**src/rtl/instr_mem_loader_if.sv**
```systemverilog
// Byte-stream handshake carrying framed bytes from the UART receiver
// into the instruction memory loader.
interface instr_mem_loader_if;
  logic [7:0] rx_data;
  logic       rx_valid;
  logic       rx_ready;

  modport master (
    output rx_data,
    output rx_valid,
    input  rx_ready
  );

  modport slave (
    input  rx_data,
    input  rx_valid,
    output rx_ready
  );
endinterface

```
**src/rtl/instr_mem_loader.sv**
```systemverilog
// Frames A5/N/data bytes into LE words and writes them to instruction RAM.
// LOADER_CHECKSUM_EN adds a trailing mod-256 sum byte check.
module instr_mem_loader #(
  parameter int unsigned MAX_WORDS  = 32,
  parameter logic [31:0] START_ADDR = 32'h0000_0000
) (
  input  logic        clk,
  input  logic        reset_n,
  instr_mem_loader_if.slave rx,
  output logic        imem_we,
  output logic [31:0] imem_waddr,
  output logic [31:0] imem_wdata,
  output logic        cpu_hold,
  output logic        load_done,
  output logic        load_error,
  output logic [7:0]  words_loaded
);

  localparam logic [7:0] MAX_N = 8'(MAX_WORDS);

  typedef enum logic [2:0] {
    IDLE,
    LEN,
    DATA,
    WRITE,
`ifdef LOADER_CHECKSUM_EN
    CSUM,
`endif
    FINISH
  } state_t;

  state_t      state;
  logic        rdy_q;
  logic [7:0]  n_q;
  logic [1:0]  byte_idx;
  logic [23:0] buf_q;
`ifdef LOADER_CHECKSUM_EN
  logic [7:0]  sum_q;
`endif

  logic acc;
  assign acc         = rx.rx_valid && rdy_q;
  assign rx.rx_ready = rdy_q;

  always_ff @(posedge clk or negedge reset_n) begin
    if (!reset_n) begin
      state        <= IDLE;
      rdy_q        <= 1'b0;
      n_q          <= '0;
      byte_idx     <= '0;
      buf_q        <= '0;
      imem_we      <= 1'b0;
      imem_waddr   <= START_ADDR;
      imem_wdata   <= '0;
      cpu_hold     <= 1'b0;
      load_done    <= 1'b0;
      load_error   <= 1'b0;
      words_loaded <= '0;
`ifdef LOADER_CHECKSUM_EN
      sum_q        <= '0;
`endif
    end else begin
      imem_we <= 1'b0;
      unique case (state)
        IDLE: begin
          rdy_q <= 1'b1;
          if (acc && rx.rx_data == 8'hA5) begin
            load_done    <= 1'b0;
            load_error   <= 1'b0;
            words_loaded <= '0;
            cpu_hold     <= 1'b1;
            state        <= LEN;
          end
        end
        LEN: begin
          if (acc) begin
            if (rx.rx_data == 8'd0 || rx.rx_data > MAX_N) begin
              load_error <= 1'b1;
              cpu_hold   <= 1'b0;
              state      <= IDLE;
            end else begin
              n_q      <= rx.rx_data;
              byte_idx <= '0;
`ifdef LOADER_CHECKSUM_EN
              sum_q    <= '0;
`endif
              state    <= DATA;
            end
          end
        end
        DATA: begin
          if (acc) begin
            // Shift in from the top so byte 0 ends up in bits [7:0]
            buf_q    <= {rx.rx_data, buf_q[23:8]};
            byte_idx <= byte_idx + 2'd1;
`ifdef LOADER_CHECKSUM_EN
            sum_q    <= sum_q + rx.rx_data;
`endif
            if (byte_idx == 2'd3) begin
              imem_we    <= 1'b1;
              imem_wdata <= {rx.rx_data, buf_q};
              imem_waddr <= START_ADDR
                          + {22'd0, words_loaded, 2'b00};
              rdy_q      <= 1'b0;
              state      <= WRITE;
            end
          end
        end
        WRITE: begin
          words_loaded <= words_loaded + 8'd1;
          if (words_loaded + 8'd1 == n_q) begin
`ifdef LOADER_CHECKSUM_EN
            rdy_q <= 1'b1;
            state <= CSUM;
`else
            state <= FINISH;
`endif
          end else begin
            rdy_q <= 1'b1;
            state <= DATA;
          end
        end
`ifdef LOADER_CHECKSUM_EN
        CSUM: begin
          if (acc) begin
            if (rx.rx_data == sum_q) begin
              rdy_q <= 1'b0;
              state <= FINISH;
            end else begin
              load_error <= 1'b1;
              cpu_hold   <= 1'b0;
              state      <= IDLE;
            end
          end
        end
`endif
        FINISH: begin
          load_done <= 1'b1;
          cpu_hold  <= 1'b0;
          rdy_q     <= 1'b1;
          state     <= IDLE;
        end
        default: state <= IDLE;
      endcase
    end
  end

endmodule
```
**src/flat_wrapper.sv**
```systemverilog
// flat-port wrapper written by rule: the top's interface ports become plain ports
module instr_mem_loader_flat 
#(
  parameter int unsigned MAX_WORDS  = 32,
  parameter logic [31:0] START_ADDR = 32'h0000_0000
)
  (clk, reset_n, imem_we, imem_waddr, imem_wdata, cpu_hold, load_done, load_error, words_loaded, rx_rx_data, rx_rx_valid, rx_rx_ready);
  instr_mem_loader_if rx_i ();
  input  logic clk;
  input  logic reset_n;
  output logic imem_we;
  output logic [31:0] imem_waddr;
  output logic [31:0] imem_wdata;
  output logic cpu_hold;
  output logic load_done;
  output logic load_error;
  output logic [7:0] words_loaded;
  input wire logic [$bits(rx_i.rx_data)-1:0] rx_rx_data;
  input wire logic [$bits(rx_i.rx_valid)-1:0] rx_rx_valid;
  output wire logic [$bits(rx_i.rx_ready)-1:0] rx_rx_ready;
  assign rx_i.rx_data = rx_rx_data;
  assign rx_i.rx_valid = rx_rx_valid;
  assign rx_rx_ready = rx_i.rx_ready;
  instr_mem_loader #(.MAX_WORDS(MAX_WORDS), .START_ADDR(START_ADDR)) u_core (.clk(clk), .reset_n(reset_n), .rx(rx_i), .imem_we(imem_we), .imem_waddr(imem_waddr), .imem_wdata(imem_wdata), .cpu_hold(cpu_hold), .load_done(load_done), .load_error(load_error), .words_loaded(words_loaded));
endmodule
```
**config.mk**
```make
export PLATFORM = sky130hd
export DESIGN_NAME = instr_mem_loader_flat
export DESIGN_NICKNAME = d
export VERILOG_FILES = /design/src/rtl/instr_mem_loader_if.sv /design/src/rtl/instr_mem_loader.sv /design/src/flat_wrapper.sv
export SDC_FILE = /design/constraint.sdc
export NUM_CORES = 1
export LEC_CHECK = 0
export CORE_MARGIN = 2
export CORE_UTILIZATION = 40
export DETAILED_ROUTE_END_ITERATION = 8
export PLACE_DENSITY = 0.66
export SLEW_MARGIN = 20
export SYNTH_ARGS = -nofsm -noshare
export SYNTH_HDL_FRONTEND = slang
export SYNTH_SLANG_ARGS = --single-unit
```
**constraint.sdc**
```tcl
create_clock -name clk -period 5.2 [get_ports clk]
set_clock_uncertainty 0.1 [all_clocks]
set_input_delay 0.52 -clock clk [delete_from_list [all_inputs] [get_ports clk]]
set_output_delay 0.52 -clock clk [all_outputs]
set_load 0.01 [all_outputs]
```
==> results of run 1 <==
state kept, by name, summed over array words and instances, names as in the netlist:
signal               flops
u_core.state             3
u_core.buf_q            24
u_core.byte_idx          2
u_core.imem_we           1
u_core.imem_wdata       32
u_core.load_done         1
u_core.rx.rx_ready       1
u_core.cpu_hold          1
u_core.n_q               8
u_core.words_loaded      8
u_core.load_error        1
u_core.imem_waddr        8
report_power, final:
group | total, mW | switching [mW] | leakage (nW) | internal [mW]
registers | 0.721 | 0.00947 | 1.24 | 0.711
clock network | 0.467 | 0.233 | 0.0897 | 0.234
logic | 0.0623 | 0.0400 | 1.00 | 0.0224
area by class of cell:
class / instances / share of cell area [%]
clock inverters: 2 / 0.779
multi-input cells: 252 / 32.7
inverters: 2 / 0.156
flip-flops and latches: 90 / 46.7
clock buffers: 13 / 3.09
repair buffers: 63 / 13.1
well taps: 133 / 3.45
metrics by stage:
step	cells	setup slack, ns	cell area (um2)	util [%]
detailed placement	540	2.42	4630	47.5
global route	555	2.63	4820	49.5
CTS	555	2.81	4810	49.5
finish	555	2.81	4820	49.5
global placement	540	2.44	4630	47.5
floorplan	382	3.07	4070	-
kinds of logic (layout without fill, tap and decap cells):
kind of cell,count (synthesis),in the layout,share of synthesized area [%]
AO/OA/AOI/OAI,34,34,5.59
XOR/XNOR,11,11,2.42
adder cells (fa/ha/maj),2,2,0.628
buffers and inverters,40,80,6.22
flip-flops,90,90,56.6
multiplexers,46,46,13.0
other,1,24,0.0942
AND/OR/NAND/NOR,135,135,15.5
worst reg2reg max path: stages (launching register included):
cell and delay (ns):
dfrtp_1 0.51, ha_1 0.35, nand3b_1 0.13, a211oi_1 0.25, nor4_1 0.09, nor4_1 0.58, o22ai_1 0.18
routing by layer:
layer / up-vias / global-route usage [%] / share of wire [%]
li1: 1277 / - / -
met4: 0 / 5.89 / 1.4
met3: 12 / 4.97 / 6.7
met5: - / 0 / 0
met2: 83 / 25.9 / 47
met1: 1360 / 20.6 / 45
worst min path at each step:
stage                          startpoint                    end  slack [ns]  cells after the start
after floorplan                   reset_n        u_core.buf_q[0]        0.12                      0
after global placement    u_core.buf_q[5]        u_core.buf_q[5]        0.36                      2
after detailed placement  u_core.buf_q[3]        u_core.buf_q[3]        0.36                      2
after CTS                         reset_n  u_core.imem_wdata[12]        0.32                      1
after global routing              reset_n  u_core.imem_wdata[20]        0.20                      1
final                             reset_n  u_core.imem_wdata[12]        0.13                      1
Yosys cell counts, types with 2 or more instances:
cell type  count  area share [%]
dfrtp_1       90              57
nand2_1       85             8.0
mux2_2        46              13
buf_4         24             4.5
nor2_1        16             1.5
clkbuf_1       8            0.75
buf_2          6            0.75
nand3_1        6            0.75
o21ai_0        6            0.75
o21ai_1        6            0.75
xnor2_1        6             1.3
xor2_1         5             1.1
and2_1         4            0.63
nand3b_1       4            0.75
a21oi_1        3            0.38
a31oi_1        3            0.47
and3_1         3            0.47
a21o_1         2            0.38
a22o_1         2            0.44
ha_1           2            0.63
inv_1          2            0.19
nor2b_1        2            0.31
nor4_1         2            0.31
o22a_1         2            0.44
o41ai_1        2            0.44
==> results.json, run 1 <==
{
  "gp_congestion": 0.802,
  "cts_tree": "yes",
  "clk_pin_slew_ns": 0.08,
  "crit_path_start_kind": "input port",
  "grt_pass1_wl_mm": 13.9,
  "grt-ovfl-total": 0,
  "yosysWarnings": 0,
  "outcome": "finished, final reports clean",
  "slowest_stage": "clkdlybuf4s50_1",
  "r2r-end": "u_core.rx.rx_ready",
  "arrival_ns": 2.54,
  "die_area_um2": 10800,
  "maxSlewViolCount": 0,
  "grt_pass1_vias": 2748,
  "max-cap-violations": 0,
  "max_freq_ghz": 0.418,
  "rsz0062_at_grt": "false",
  "num_vias": 2732,
  "drt_iter0_drc": 111,
  "die_width_um": 104,
  "core_um2": 9730,
  "routed_wl_mm": 8.17,
  "final_common_cell": "dfrtp_1",
  "grt_max_degree": 91,
  "path_depth": 6,
  "relSlewSlack_pct": 31.7,
  "synth_cell_types": 47,
  "avgSynthCellArea_um2": 11.1,
  "tns_ns": 0,
  "ant_nets": 0,
  "cts_root_buffer": "clkbuf_8",
  "drc": 0,
  "register_area_um2": 2250,
  "cts_resized": 0,
  "cts.sinks": 90,
  "reg2reg_from": "u_core.words_loaded[1]",
  "setup.worst_path.class": "in2reg",
  "crit_path_end_kind": "flop",
  "fin_hold_ws_ns": 0.128,
  "ys_ff_latch": 90,
  "via_per_inst": 4.92,
  "max_slew.worst_pin.slew_ns": 1.02,
  "n_antenna_cell": 0,
  "crit_path_start": "rx_rx_data[1]",
  "cp_max_fo": 5,
  "drive_gt1_share_pct": 15.9,
  "yosysSeqAreaShare_pct": 56.6,
  "fillers": 907,
  "nNetsFinal": 431,
  "syn_inst": 359,
  "multi_input_comb_area_um2": 1580,
  "syn-cell-area_um2": 3980,
  "antenna_found_initial": 0,
  "total_power_mw": 1.25,
  "die_h_um": 104,
  "min_period_ns": 2.39,
  "r2r_slack_ns": 2.86,
  "async_flop_share_pct": 100,
  "post-cts-setup-buffers": 0,
  "std_cell_rows": 36,
  "worst_ep_required_time_ns": 5.34,
  "hold_viol_final": 0,
  "clock_latency_ns": 0.35,
  "crit_end": "u_core.n_q[4]",
  "io_buffers": 63,
  "synth-edff-count": 0,
  "ctsHtreeMaxLevel": 3,
  "power_density_nw_per_um2": 259,
  "slowest_delay_ns": 0.48,
  "grt_util_all_layers_pct": 16.1,
  "ys.flop_type": "dfrtp_1",
  "period_share_pct": 46.0,
  "first_pass_iters": 4,
  "path_delay_family": "simple AND/OR/NAND/NOR gates",
  "clockBufferDepth": 2,
  "cts_inserted_buffers": 9,
  "layout_common_cells": "dfrtp_1 (90), nand2_1 (85), clkdlybuf4s50_1 (62)",
  "r2r_cells": 6,
  "ioPinCount": 88,
  "dpl.hpwl_mm": 5.47,
  "path_cells": "clkdlybuf4s50_1 > or3_4 > o31ai_1 > nand3_2 > nor3_2 > mux2_2",
  "crit_buf_inv": 1,
  "min_path_type": "in2async",
  "peakVddDrop_uv": 165,
  "ctsHoldBuffers": 0,
  "p_leak_nw": 2.33,
  "syn_to_final_growth_pct": 21.1,
  "initial_core_util_pct": 40.9,
  "setup_viol": 0,
  "routedWlPerCell_um": 14.7
}
No activity file was read; power rests on OpenSTA's default activity.
==> inputs of run 2 (changes only) <==
Settings changed: PLACE_DENSITY 0.66 to 0.68.
Clock period 5.2 ns to 2.1 ns, I/O delays scaled along.
==> run 2 against run 1 <==
Compared with the run above: hold slack better by 0.10 ns; sequential share of layout area is 2.1 points lower; count of clock-buffer cells in the layout is 1 higher; first-iteration DRC count is 9.0% lower; combinational power grew to 2.9 times the previous value; highest routed layer unchanged.
==> results.json, run 2 (same netlist as run 1, synthesis figures left out) <==
{
  "sw_frac_of_total_pct": 23.2,
  "core_um2": 9730,
  "top_register": "u_core.imem_wdata",
  "cts.sinks": 90,
  "drt_iter0_drc": 101,
  "min_period_ns": 1.95,
  "die_area_um2": 10800,
  "nNetsFinal": 457,
  "routedWlPerCell_um": 14.5,
  "dpl.hpwl_mm": 6.03,
  "die_width_um": 104,
  "die_h_um": 104,
  "antenna_found_initial": 0,
  "via_per_inst": 4.83,
  "n_antenna_cell": 0,
  "power_density_nw_per_um2": 620,
  "clockBufferDepth": 2,
  "initial_core_util_pct": 40.9,
  "drc": 0,
  "p_leak_nw": 2.47,
  "setup_viol": 0,
  "num_vias": 2810,
  "reg_top3": "u_core.imem_wdata x32, u_core.buf_q x24",
  "grt_pass1_vias": 2798,
  "max-cap-violations": 0,
  "dp.cells": 565,
  "gp_congestion": 0.758,
  "drive_gt1_share_pct": 21.2,
  "clk_pin_slew_ns": 0.09,
  "first_pass_iters": 4,
  "post-cts-setup-buffers": 0,
  "multi_input_comb_area_um2": 1570,
  "cts_inserted_buffers": 9,
  "max_freq_ghz": 0.513,
  "clock_latency_ns": 0.35,
  "cts_root_buffer": "clkbuf_8",
  "routed_wl_mm": 8.42,
  "peakVddDrop_uv": 559,
  "syn_to_final_growth_pct": 26.8,
  "sequentialPowerShare_pct": 57.1,
  "cp_max_fo": 7,
  "min_path_type": "in2async",
  "final_common_cell": "dfrtp_1",
  "hold_viol_final": 0,
  "layout_common_cells": "dfrtp_1 (90), nand2_1 (85), clkdlybuf4s50_1 (62)",
  "crit_path_end_kind": "flop",
  "finish.utilization_pct": 51.9,
  "p_clk_share_pct": 37.1,
  "setup.worst_path.class": "in2reg",
  "rsz0062_at_grt": "false",
  "switching_power_mw": 0.725,
  "pwr-share-comb_pct": 5.8,
  "ant_nets": 0,
  "crit_path_start_kind": "input port",
  "arrival_ns": 2.09,
  "grt-ovfl-total": 0,
  "io_buffers": 63,
  "worst_ep_required_time_ns": 2.24,
  "outcome": "finished, final reports clean",
  "grt_util_all_layers_pct": 16.7,
  "ctsHtreeMaxLevel": 3,
  "std_cell_rows": 36,
  "stdcell_count": 582,
  "largest_reg_flops": 32,
  "power.internal_mw": 2.40,
  "grt_max_degree": 37,
  "maxSlewViolCount": 0,
  "cts_tree": "yes",
  "fillers": 881,
  "period_share_pct": 92.9,
  "register_area_um2": 2250,
  "ioPinCount": 88,
  "grt_pass1_wl_mm": 14.4
}
run 2: per-stage QoR:
step,cell area (um2),total power [mW],setup slack (ns),hold WS [ns],setup TNS (ns)
floorplan,4070,1.92,0.220,-0.186,0
global placement,4840,2.00,-0.173,0.0673,-2.44
detailed placement,4840,2.00,-0.230,0.0752,-3.23
CTS,5050,3.16,0.150,0.218,0
global route,5050,3.25,0.00261,0.278,0
finish,5050,3.13,0.149,0.230,0
run 2: layout make-up:
| class | count | share of cell area, % |
|---|---|---|
| Inverter | 2 | 0.149 |
| Clock inverter | 2 | 0.322 |
| Timing Repair Buffer | 89 | 16.9 |
| Clock buffer | 14 | 3.62 |
| Sequential cell | 90 | 44.6 |
| Multi-Input combinational cell | 252 | 31.1 |
| Tap cell | 133 | 3.30 |
run 2: path summary, 6_finish.rpt:
path | start | end | slack, ns | cells after the start
max in group asynchronous | reset_n | u_core.imem_we | 1.00 | 3
worst max register to register | u_core.words_loaded[4] | u_core.state[1] | 0.22 | 6
worst min register to register | u_core.buf_q[0] | u_core.buf_q[0] | 0.38 | 2
min in group clk | u_core.buf_q[0] | u_core.buf_q[0] | 0.38 | 2
worst min-delay path | reset_n | u_core.imem_wdata[19] | 0.23 | 2
worst max-delay path | rx_rx_data[1] | u_core.words_loaded[6] | 0.15 | 6
run 2: worst max-delay path, stage by stage:
cell and delay [ns]:
clkdlybuf4s50_1 0.42, or3_4 0.42, or4_4 0.53, a21o_1 0.25, o21ai_1 0.18, o21ai_1 0.08
run 2: layer usage:
| layer | track usage (%) | wire, um |
|---|---|---|
| met5 | 0 | 0 |
| met4 | 6.37 | 131 |
| met3 | 5.16 | 508 |
| met1 | 21.1 | 3730 |
| met2 | 27.1 | 4060 |
run 2: power by group through the flow:
stage / logic, mW / registers (mW) / clock network [mW]
2_1_floorplan: 0.101 / 1.82 / 0
3_3_place_gp: 0.178 / 1.82 / 0
3_5_place_dp: 0.184 / 1.82 / 0
4_1_cts: 0.186 / 1.79 / 1.19
5_1_grt: 0.205 / 1.79 / 1.26
6_report: 0.181 / 1.79 / 1.16
run 2: what timing repair did:
item,CTS,global route
hold buffers,1,0
hold endpoints to repair,29,0
resized for setup,0,0
